[src/rtl/mem_msg_pkg.sv]
// Shared definitions for the memory message channel: message lengths,
// payload field offsets and the port scheduler's state encoding.
package mem_msg_pkg;

  localparam logic [4:0] MSG_LEN_READ  = 5'd5;
  localparam logic [4:0] MSG_LEN_WRITE = 5'd9;
  localparam logic [4:0] MSG_LEN_REPLY = 5'd4;

  localparam int ADDR_LO = 32;
  localparam int MASK_LO = 64;

  typedef enum logic [1:0] {
    ST_IDLE      = 2'd0,
    ST_SEND      = 2'd1,
    ST_WAIT_RESP = 2'd2,
    ST_DONE      = 2'd3
  } state_e;

  function automatic logic [7:0] sat_inc8(input logic [7:0] v);
    if (v == 8'hFF) begin
      return v;
    end else begin
      return v + 8'd1;
    end
  endfunction

endpackage

[src/rtl/mem_rr_arb.sv]
// Two-way round-robin arbiter: the port not served last wins a contention.
module mem_rr_arb #(
  parameter bit DATA_FIRST = 1'b1
) (
  input  logic clk_i,
  input  logic rst_ni,
  input  logic if_req_i,
  input  logic d_req_i,
  input  logic take_i,
  output logic gnt_d_o,
  output logic any_o
);

  logic ptr_q;
  logic ptr_d;

  assign any_o   = if_req_i | d_req_i;
  assign gnt_d_o = d_req_i & (ptr_q | ~if_req_i);

  // After a grant, priority moves to the other port (ptr_q=1: data has priority).
  always_comb begin
    ptr_d = ptr_q;
    if (take_i && any_o) begin
      ptr_d = ~gnt_d_o;
    end else begin
      ptr_d = ptr_q;
    end
  end

  // Priority pointer register.
  always_ff @(posedge clk_i or negedge rst_ni) begin
    if (!rst_ni) begin
      ptr_q <= DATA_FIRST;
    end else begin
      ptr_q <= ptr_d;
    end
  end

endmodule

[src/rtl/mem_port_arbiter.sv]
// Schedules the fetch and load/store ports onto one memory message channel:
// arbitration, message packing, send/receive handshake and reply return.
module mem_port_arbiter #(
  parameter int unsigned TIMEOUT_CYCLES = 32'd65535,
  parameter bit          DATA_FIRST     = 1'b1
) (
  input  logic        CLK,
  input  logic        RST_N,
  input  logic        if_req,
  input  logic [31:0] if_addr,
  output logic [31:0] if_rdata,
  output logic        if_done,
  input  logic        d_req,
  input  logic        d_we,
  input  logic [3:0]  d_mask,
  input  logic [31:0] d_addr,
  input  logic [31:0] d_wdata,
  output logic [31:0] d_rdata,
  output logic        d_done,
  output logic        err,
  output logic        send_flag,
  output logic [4:0]  send_length,
  output logic [71:0] send_data,
  input  logic        sendable,
  output logic        recv_flag,
  input  logic [4:0]  recv_length,
  input  logic [71:0] recv_data,
  input  logic        recvable,
  output logic [7:0]  stray_cnt
);
  import mem_msg_pkg::*;

  localparam int CW = (TIMEOUT_CYCLES > 32'd1) ? $clog2(TIMEOUT_CYCLES) : 1;
  localparam logic [CW-1:0] TMO_LAST = CW'(TIMEOUT_CYCLES - 32'd1);

  state_e        state_q;
  logic          gnt_d_q;
  logic          we_q;
  logic [CW-1:0] tmo_q;
  logic [31:0]   if_rdata_q;
  logic [31:0]   d_rdata_q;
  logic          if_done_q;
  logic          d_done_q;
  logic          err_q;
  logic [4:0]    send_len_q;
  logic [71:0]   send_data_q;
  logic [7:0]    stray_q;

  logic          take_s;
  logic          arb_gnt_d_s;
  logic          arb_any_s;
  logic          skip_s;
  logic          reply_ok_s;
  logic [4:0]    msg_len_s;
  logic [71:0]   msg_data_s;
  logic          unused_recv_s;

  assign unused_recv_s = ^recv_data[71:32];

  // Replies pending in IDLE are drained as strays before any new grant.
  assign take_s     = (state_q == ST_IDLE) & ~recvable;
  assign skip_s     = arb_gnt_d_s & d_we & (d_mask == 4'd0);
  assign reply_ok_s = recvable & (recv_length == MSG_LEN_REPLY);

  mem_rr_arb #(
    .DATA_FIRST(DATA_FIRST)
  ) u_arb (
    .clk_i   (CLK),
    .rst_ni  (RST_N),
    .if_req_i(if_req),
    .d_req_i (d_req),
    .take_i  (take_s),
    .gnt_d_o (arb_gnt_d_s),
    .any_o   (arb_any_s)
  );

  // Message image for whichever port the arbiter would grant this cycle.
  always_comb begin
    msg_len_s  = MSG_LEN_READ;
    msg_data_s = 72'd0;
    if (arb_gnt_d_s && d_we) begin
      msg_len_s                 = MSG_LEN_WRITE;
      msg_data_s[31:0]          = d_wdata;
      msg_data_s[ADDR_LO +: 32] = d_addr;
      msg_data_s[MASK_LO +: 4]  = d_mask;
    end else if (arb_gnt_d_s) begin
      msg_data_s[31:0] = d_addr;
    end else begin
      msg_data_s[31:0] = if_addr;
    end
  end

  // Scheduler FSM; done/err are set on entry to DONE so they pulse during it.
  always_ff @(posedge CLK or negedge RST_N) begin
    if (!RST_N) begin
      state_q     <= ST_IDLE;
      gnt_d_q     <= 1'b0;
      we_q        <= 1'b0;
      tmo_q       <= '0;
      if_rdata_q  <= 32'd0;
      d_rdata_q   <= 32'd0;
      if_done_q   <= 1'b0;
      d_done_q    <= 1'b0;
      err_q       <= 1'b0;
      send_len_q  <= 5'd0;
      send_data_q <= 72'd0;
      stray_q     <= 8'd0;
    end else begin
      if_done_q <= 1'b0;
      d_done_q  <= 1'b0;
      err_q     <= 1'b0;
      case (state_q)
        ST_IDLE: begin
          if (recvable) begin
            stray_q <= sat_inc8(stray_q);
          end else if (arb_any_s) begin
            gnt_d_q     <= arb_gnt_d_s;
            we_q        <= arb_gnt_d_s & d_we;
            send_len_q  <= msg_len_s;
            send_data_q <= msg_data_s;
            if (skip_s) begin
              state_q  <= ST_DONE;
              d_done_q <= 1'b1;
            end else begin
              state_q <= ST_SEND;
            end
          end
        end
        ST_SEND: begin
          if (sendable) begin
            if (we_q) begin
              state_q  <= ST_DONE;
              d_done_q <= 1'b1;
            end else begin
              state_q <= ST_WAIT_RESP;
              tmo_q   <= '0;
            end
          end
        end
        ST_WAIT_RESP: begin
          if (reply_ok_s) begin
            state_q <= ST_DONE;
            if (gnt_d_q) begin
              d_rdata_q <= recv_data[31:0];
              d_done_q  <= 1'b1;
            end else begin
              if_rdata_q <= recv_data[31:0];
              if_done_q  <= 1'b1;
            end
          end else begin
            if (recvable) begin
              stray_q <= sat_inc8(stray_q);
            end
            if (tmo_q == TMO_LAST) begin
              state_q <= ST_DONE;
              err_q   <= 1'b1;
              if (gnt_d_q) begin
                d_rdata_q <= 32'd0;
                d_done_q  <= 1'b1;
              end else begin
                if_rdata_q <= 32'd0;
                if_done_q  <= 1'b1;
              end
            end else begin
              tmo_q <= tmo_q + CW'(1);
            end
          end
        end
        ST_DONE: begin
          state_q <= ST_IDLE;
        end
        default: begin
          state_q <= ST_IDLE;
        end
      endcase
    end
  end

  // The push/pop strobes qualify the channel's own ready bits in the same cycle.
  assign send_flag   = (state_q == ST_SEND) & sendable;
  assign recv_flag   = RST_N & recvable & ((state_q == ST_IDLE) | (state_q == ST_WAIT_RESP));
  assign send_length = send_len_q;
  assign send_data   = send_data_q;
  assign if_rdata    = if_rdata_q;
  assign d_rdata     = d_rdata_q;
  assign if_done     = if_done_q;
  assign d_done      = d_done_q;
  assign err         = err_q;
  assign stray_cnt   = stray_q;

endmodule

[config.mk]
export PLATFORM = sky130hd
export DESIGN_NAME = mem_port_arbiter
export DESIGN_NICKNAME = d
export VERILOG_FILES = /design/src/rtl/mem_msg_pkg.sv /design/src/rtl/mem_rr_arb.sv /design/src/rtl/mem_port_arbiter.sv
export SDC_FILE = /design/constraint.sdc
export NUM_CORES = 1
export LEC_CHECK = 0
export BUFFER_PORTS_ARGS = -buffer_cell sky130_fd_sc_hd__buf_2
export CORE_MARGIN = 3
export CORE_UTILIZATION = 49
export CTS_BUF_LIST = sky130_fd_sc_hd__clkbuf_4
export CTS_CLUSTER_DIAMETER = 120
export CTS_CLUSTER_SIZE = 8
export DETAILED_ROUTE_END_ITERATION = 7
export GPL_TIMING_DRIVEN = 0
export MAX_ROUTING_LAYER = met4
export PLACE_DENSITY = 0.85
export SLEW_MARGIN = 20
export SYNTH_ARGS = -nofsm -noshare
export SYNTH_HDL_FRONTEND = slang
export SYNTH_SLANG_ARGS = --single-unit
[constraint.sdc]
create_clock -name CLK -period 3.2 [get_ports CLK]
set_input_delay 0.64 -clock CLK [delete_from_list [all_inputs] [get_ports CLK]]
set_output_delay 0.64 -clock CLK [all_outputs]
set_load 0.02 [all_outputs]
# Word-level counts from Yosys, hierarchy flattened
# Cells that the tools add are included.
# totals
input_bits	184
mem_bits_rw	0
mem_bits_ro	0
latch_bits	0
wordCells	104
mem_count	0
reg_bits	169
# classes
add_sub_neg	2
muxes	45
n_reduce_logical	13
order_cmp	0
div	0
bitwise_logic	14
shifts	0
eq_ne	17
mul	0
# ops
operator	count
32-bit 2-to-1 mux	10
16-bit 2-to-1 mux	4
36-bit 2-to-1 mux	1
16-bit one-hot mux with 2 select lines	1
8-bit 2-to-1 mux	3
2-bit != test (second input constant)	9
16-bit by 1-bit adder with 16-bit output (second input constant)	1
16-bit equality test (second input constant)	1
1-bit 2-to-1 mux	16
8-bit one-hot mux with 2 select lines	1
2-bit 2-to-1 mux	6
4-bit AND reduction	3
8-bit by 1-bit adder with 8-bit output (second input constant)	1
1-bit bitwise AND	8
8-bit equality test (second input constant)	1
2-bit one-hot mux with 4 select lines	1
2-bit nonzero test	3
5-bit by 3-bit equality test with 1-bit output (second input constant)	1
5-bit AND reduction	1
2-bit equality test (second input constant)	2
4-bit zero test	1
4-bit 2-to-1 mux	1
3-bit != test (second input constant)	1
1-bit NOT	3
8 further kinds	11

# Longest topological paths before layout
# depth
ltp_word	9
mapped_depth	10

# By module
# A second synthesis with hierarchy kept.
# unflattened
hier_cells	649
area_unflattened_um2	7424.6
# by_module_without_submodules
module	seq_area_each_um2	n_inst	cells_each	area_each_um2
mem_port_arbiter	4129.0	1	643	7369.6
mem_rr_arb	26.3	1	6	55.1

# Worst setup path after synthesis
# Ideal clock, no wire load.
# synth_timing
kind	input -> register
from	in recv_length[1]
to	reg if_rdata_q[10] (netlist: if_rdata[10])
n_path_buf	1
t_arrival_ns	2.158
slack_ns	0.918
path_stages	6
setup_time_ns	0.125
path_cell_list	nor4b_4 > and2_1 > a21oi_2 > nor3_4 > buf_4 > mux2_2
# synth_between
elab_chain_len	4
# synth_rtl
element	line_no	text
start: declaration	mem_port_arbiter.sv:26	input logic [4:0] recv_length,
5-bit by 3-bit equality test with 1-bit output *	mem_port_arbiter.sv:63	assign reply_ok_s = recvable & (recv_length == MSG_LEN_REPLY);
1-bit bitwise AND *	mem_port_arbiter.sv:63	
2-bit != test (no line) or 2-bit nonzero test (tied branches)	-	
4-bit AND reduction (no line)	-	
end signal: assignment	mem_port_arbiter.sv:147	if_rdata_q <= recv_data[31:0];
end: declaration	mem_port_arbiter.sv:40	logic [31:0] if_rdata_q;
# Mark *: on every way between the ends. The rest lies on a longest branch, timed or not.
# A chain may end at the register's enable or synchronous reset.

# Worst setup path after layout
# layout_timing
from	reg state_q[0]
to	out recv_flag
# layout_between
elab_chain_len	3
# layout_rtl
element	line_no	text
start: declaration	mem_port_arbiter.sv:36	state_e state_q;
start signal: assignment	mem_port_arbiter.sv:96	state_q <= ST_IDLE;
start signal: assignment	mem_port_arbiter.sv:122	state_q <= ST_DONE;
start signal: assignment	mem_port_arbiter.sv:125	state_q <= ST_SEND;
2-bit equality test or 2-bit zero test (tied branches)	mem_port_arbiter.sv:181	assign recv_flag = RST_N & recvable & ((state_q == ST_IDLE) | (state_q == ST_WAIT_RESP));
1-bit OR *	mem_port_arbiter.sv:181	
1-bit bitwise AND *	mem_port_arbiter.sv:181	
end: declaration	mem_port_arbiter.sv:25	output logic recv_flag,
# Marks and branches as above.

==> flow_metrics.env <==
export IMPL_worstPathMaxFanout=10
export IMPL_initial_core_util_pct=51.2
export IMPL_placed_cells_incl_taps=1154
export IMPL_share_comb_of_total_power_pct=36.5
export IMPL_synth_compound_gate_area_share_pct=12.9
export IMPL_power_density_mw_per_mm2=659
export IMPL_post_drt_via_cell_ratio=5.46
export IMPL_cts_tree="built"
export IMPL_seq_area_mm2=0.00416
export IMPL_cts_hold_buffers_added=0
export IMPL_setup_worst_path_start="state_q[0]"
export IMPL_design_power_total_mw=6.31
export IMPL_share_of_final_layout_standard_cells_stronger_than_drive_strength_1_pct=41.4
export IMPL_synthArstFlopShare_pct=100
export IMPL_drv_max_cap_violation_count=0
export IMPL_dieArea_mm2=0.0170
export IMPL_synthesis_area_mm2=0.00758
export IMPL_timing_critical_path_cells="inv_1, ha_1, clkbuf_1, o21ai_0, nor2_1, buf_2"
export IMPL_synth_yosys_warnings=0
export IMPL_antenna_found_initial=2
export IMPL_synth_adder_area_share_pct=1.16
export IMPL_clock_power_share_pct=18.4
export IMPL_place_detailed_hpwl_mm=16.1
export IMPL_cells_after_synth=674
export IMPL_synth_area_mux_share_pct=14.6
export IMPL_cp_max_stage_cell="sky130_fd_sc_hd__dfrtp_1"
export IMPL_clk_pin_slew_ns=0.13
export IMPL_area_growth_synth_to_final_pct=26.5
export IMPL_cts_repair_resized=0
export IMPL_critPathKind="reg2out"
export IMPL_post_route_period_util_pct=90.0
export IMPL_timing_final_crit_period_ns=2.88
export IMPL_ioPinCount=338
export IMPL_synth_common_cells="sky130_fd_sc_hd__dfrtp_1 (165), sky130_fd_sc_hd__mux2_2 (65), sky130_fd_sc_hd__nand2_1 (55), sky130_fd_sc_hd__o21ai_0 (43), sky130_fd_sc_hd__nor2_1 (40)"
export IMPL_grt_pass1_wl_mm=32.0
export IMPL_finalSetupViolations=0
export IMPL_grt_start_max_net_pins=86
export IMPL_via_count_of_the_first_global_routing_pass=6117
export IMPL_finalWeightedCongestion=0.891
export IMPL_max_vdd_ir_drop_uv=461
export IMPL_nets=1180
export IMPL_dominant_combinational_cell_family_by_area_after_synthesis="multiplexers"
export IMPL_ctsHtreeMaxLevel=4
export IMPL_yosysMostFrequentCell="sky130_fd_sc_hd__dfrtp_1"
export IMPL_cts_inserted_buffers=17
export IMPL_internal_power_mw=3.76
export IMPL_vias=6483
export IMPL_fp_dieH_um=130
export IMPL_rows=44
export IMPL_grt_overflow_total=0
export IMPL_coreArea_mm2=0.0148
export IMPL_worst_slew_pin_transition_ns=0.761
export IMPL_regToRegStartpoint="state_q[0]"
export IMPL_multi_input_area_mm2=0.00317
export IMPL_worst_setup_ep_type="output pin"
export IMPL_detail_route_wl_per_cell_um=17.8
export IMPL_die_w_um=130
export IMPL_cts_setup_buffers=0
export IMPL_synth_simple_area_share_pct=12.1
export IMPL_critical_path_arrival_ns=2.24
export IMPL_detail_route_antenna_nets=0
export IMPL_cts_root_buffer="sky130_fd_sc_hd__clkbuf_4"
export IMPL_finalClockSkew_ns=0.0175
export IMPL_post_synth_top_area_cell="sky130_fd_sc_hd__dfrtp_1"
export IMPL_synth_largest_type_area_fraction_pct=54.5
export IMPL_drt_first_iter_violations=275
export IMPL_rsz0062_at_grt="no"
export IMPL_drv_slew=0
export IMPL_worstSetupStartpointType="flip-flop"
export IMPL_synth_avg_cell_area_um2=11.2
export IMPL_cts_sink_count=166
export IMPL_detail_route_drc_violations=0
export IMPL_synth_xor_xnor_area_share_pct=0.809
export IMPL_gr_usage_all_layers_pct=25.2
export IMPL_finalHoldViolations=0
export IMPL_number_of_synthesized_flops_with_an_enable_pin=0
export IMPL_critPathMaxStageDelay_ns=0.42
export IMPL_run_status="completed"
export IMPL_post_synth_main_area_contributors="sky130_fd_sc_hd__dfrtp_1 (54%), sky130_fd_sc_hd__mux2_2 (9.7%), sky130_fd_sc_hd__mux2i_1 (4.8%)"
export IMPL_num_fill_cells=1212
export IMPL_final_cell_count_no_fill=1188
export IMPL_switchingPower_mw=2.55
export IMPL_setup_tns_final_ns=0
export IMPL_clock_fmax_mhz=347
export IMPL_routed_wl_mm=21.2
export IMPL_buffer_ports_inserted=290
export IMPL_finalCoreUtilization_pct=64.7
export IMPL_power_share_sequential_pct=45.1
export IMPL_worst_endpoint_required_ns=2.56
export IMPL_synth_top_flop_cell="sky130_fd_sc_hd__dfrtp_1"
export IMPL_dr_pass1_iters=5
export IMPL_synth_cell_types=53
export IMPL_clk_latency_ns=0.55
export IMPL_switching_share_pct=40.4
export IMPL_timing_slew_headroom_pct=47.8
export IMPL_hold_path_class="in2async"
export IMPL_sequential_fraction_of_the_synthesis_area_pct=54.8
export IMPL_leakage_nw=5.36
export IMPL_maximum_clock_insertion_buffer_count=2
export IMPL_synth_seq_cells=166
==> state kept, by name, indices dropped and copies added (netlist names) <==
signal / cells
send_length: 3
if_done: 1
d_done: 1
d_rdata: 32
gnt_d_q: 1
err: 1
u_arb.ptr_q: 1
if_rdata: 32
tmo_q: 16
stray_cnt: 8
send_data: 68
state_q: 2
==> power groups by stage <==
stage / clock network (mW) / registers [mW] / logic [mW]
CTS: 1.20 / 2.84 / 2.32
global placement: 0 / 2.87 / 2.26
detailed placement: 0 / 2.87 / 2.33
global route: 1.28 / 2.90 / 2.52
floorplan: 0 / 3.34 / 0.914
finish: 1.16 / 2.85 / 2.31
==> final cells by class <==
type / instances / share of cell area (%)
diodes: 2 / 0.0522
plain buffers: 51 / 2.47
clock buffers: 18 / 1.41
clock inverters: 14 / 1.33
inverters: 10 / 0.392
multi-input cells: 452 / 33.1
flip-flops and latches: 166 / 43.4
well taps: 184 / 2.40
repair buffers: 291 / 15.5
==> routing by layer <==
layer,vias to the layer above,part of all wire [%],track usage [%]
met5,-,0,-
met4,0,2.1,8.41
met3,31,8.6,6.55
met2,309,49,40.7
met1,3105,40,31.1
li1,3038,-,-
==> worst max-delay path: cells and delay by family, from the launching register on <==
family | cells | cell delay, ns
AND/OR/NAND/NOR | 1 | 0.15
adder cells (fa/ha/maj) | 1 | 0.17
buffers and inverters | 3 | 0.70
flip-flops | 1 | 0.42
AO/OA/AOI/OAI | 1 | 0.25
==> placed cells by master (no fill, tap or decap), types with 2 or more instances in the layout <==
cell	count
sky130_fd_sc_hd__inv_1	9
sky130_fd_sc_hd__or4_1	5
sky130_fd_sc_hd__conb_1	6
sky130_fd_sc_hd__and2_1	5
sky130_fd_sc_hd__a22o_1	36
sky130_fd_sc_hd__a31oi_1	4
sky130_fd_sc_hd__o31ai_1	2
sky130_fd_sc_hd__o211ai_1	6
sky130_fd_sc_hd__clkinv_1	2
sky130_fd_sc_hd__nand4_1	6
sky130_fd_sc_hd__mux2i_1	36
sky130_fd_sc_hd__nor2b_1	4
sky130_fd_sc_hd__nand3_1	16
sky130_fd_sc_hd__clkinv_4	4
sky130_fd_sc_hd__buf_2	295
sky130_fd_sc_hd__o22ai_1	2
sky130_fd_sc_hd__ha_1	7
sky130_fd_sc_hd__or3_1	4
sky130_fd_sc_hd__and3_1	37
sky130_fd_sc_hd__nand2_1	55
sky130_fd_sc_hd__clkbuf_1	32
sky130_fd_sc_hd__a21oi_1	39
sky130_fd_sc_hd__xnor2_1	6
sky130_fd_sc_hd__diode_2	2
sky130_fd_sc_hd__clkbuf_4	18
sky130_fd_sc_hd__dfrtp_1	165
sky130_fd_sc_hd__buf_1	3
sky130_fd_sc_hd__nor2_1	40
sky130_fd_sc_hd__inv_6	2
sky130_fd_sc_hd__a21o_1	2
sky130_fd_sc_hd__clkinvlp_4	2
sky130_fd_sc_hd__clkinv_2	3
sky130_fd_sc_hd__o21ai_0	43
sky130_fd_sc_hd__buf_4	10
sky130_fd_sc_hd__a211oi_2	2
sky130_fd_sc_hd__nor4_1	3
sky130_fd_sc_hd__mux2_2	65
==> kinds of logic after synthesis <==
| logic type | after synthesis |
|---|---|
| DFF | 166 |
| other | 1 |
| muxes | 102 |
| and+or+nand+nor | 182 |
| xor gates and xnor gates | 7 |
| AOI/OAI and AO/OA | 148 |
| buffers and inverters | 61 |
| adders and majority gates | 7 |
==> per-stage QoR <==
step | hold slack (ns) | setup slack [ns] | instance area [µm²]
4_1_cts | 0.0271 | 0.221 | 9580
3_3_place_gp | 0.445 | -1.36 | 9280
2_1_floorplan | 0.344 | 0.918 | 7600
6_report | 0.0350 | 0.320 | 9580
5_1_grt | 0.0613 | 0.0597 | 9580
3_5_place_dp | 0.448 | 0.248 | 9320
==> worst paths after layout <==
kind	endpoint	slack, ns	depth (start not counted)
setup reg to reg	if_rdata[6]	0.47	7
max in group asynchronous	u_arb.ptr_q	2.32	2
setup / recovery	recv_flag	0.32	6
hold reg to reg	u_arb.ptr_q	0.48	2
min in group CLK	send_data[49]	0.30	2
hold / removal	if_rdata[11]	0.03	1
(Power assumes the default switching activity.)
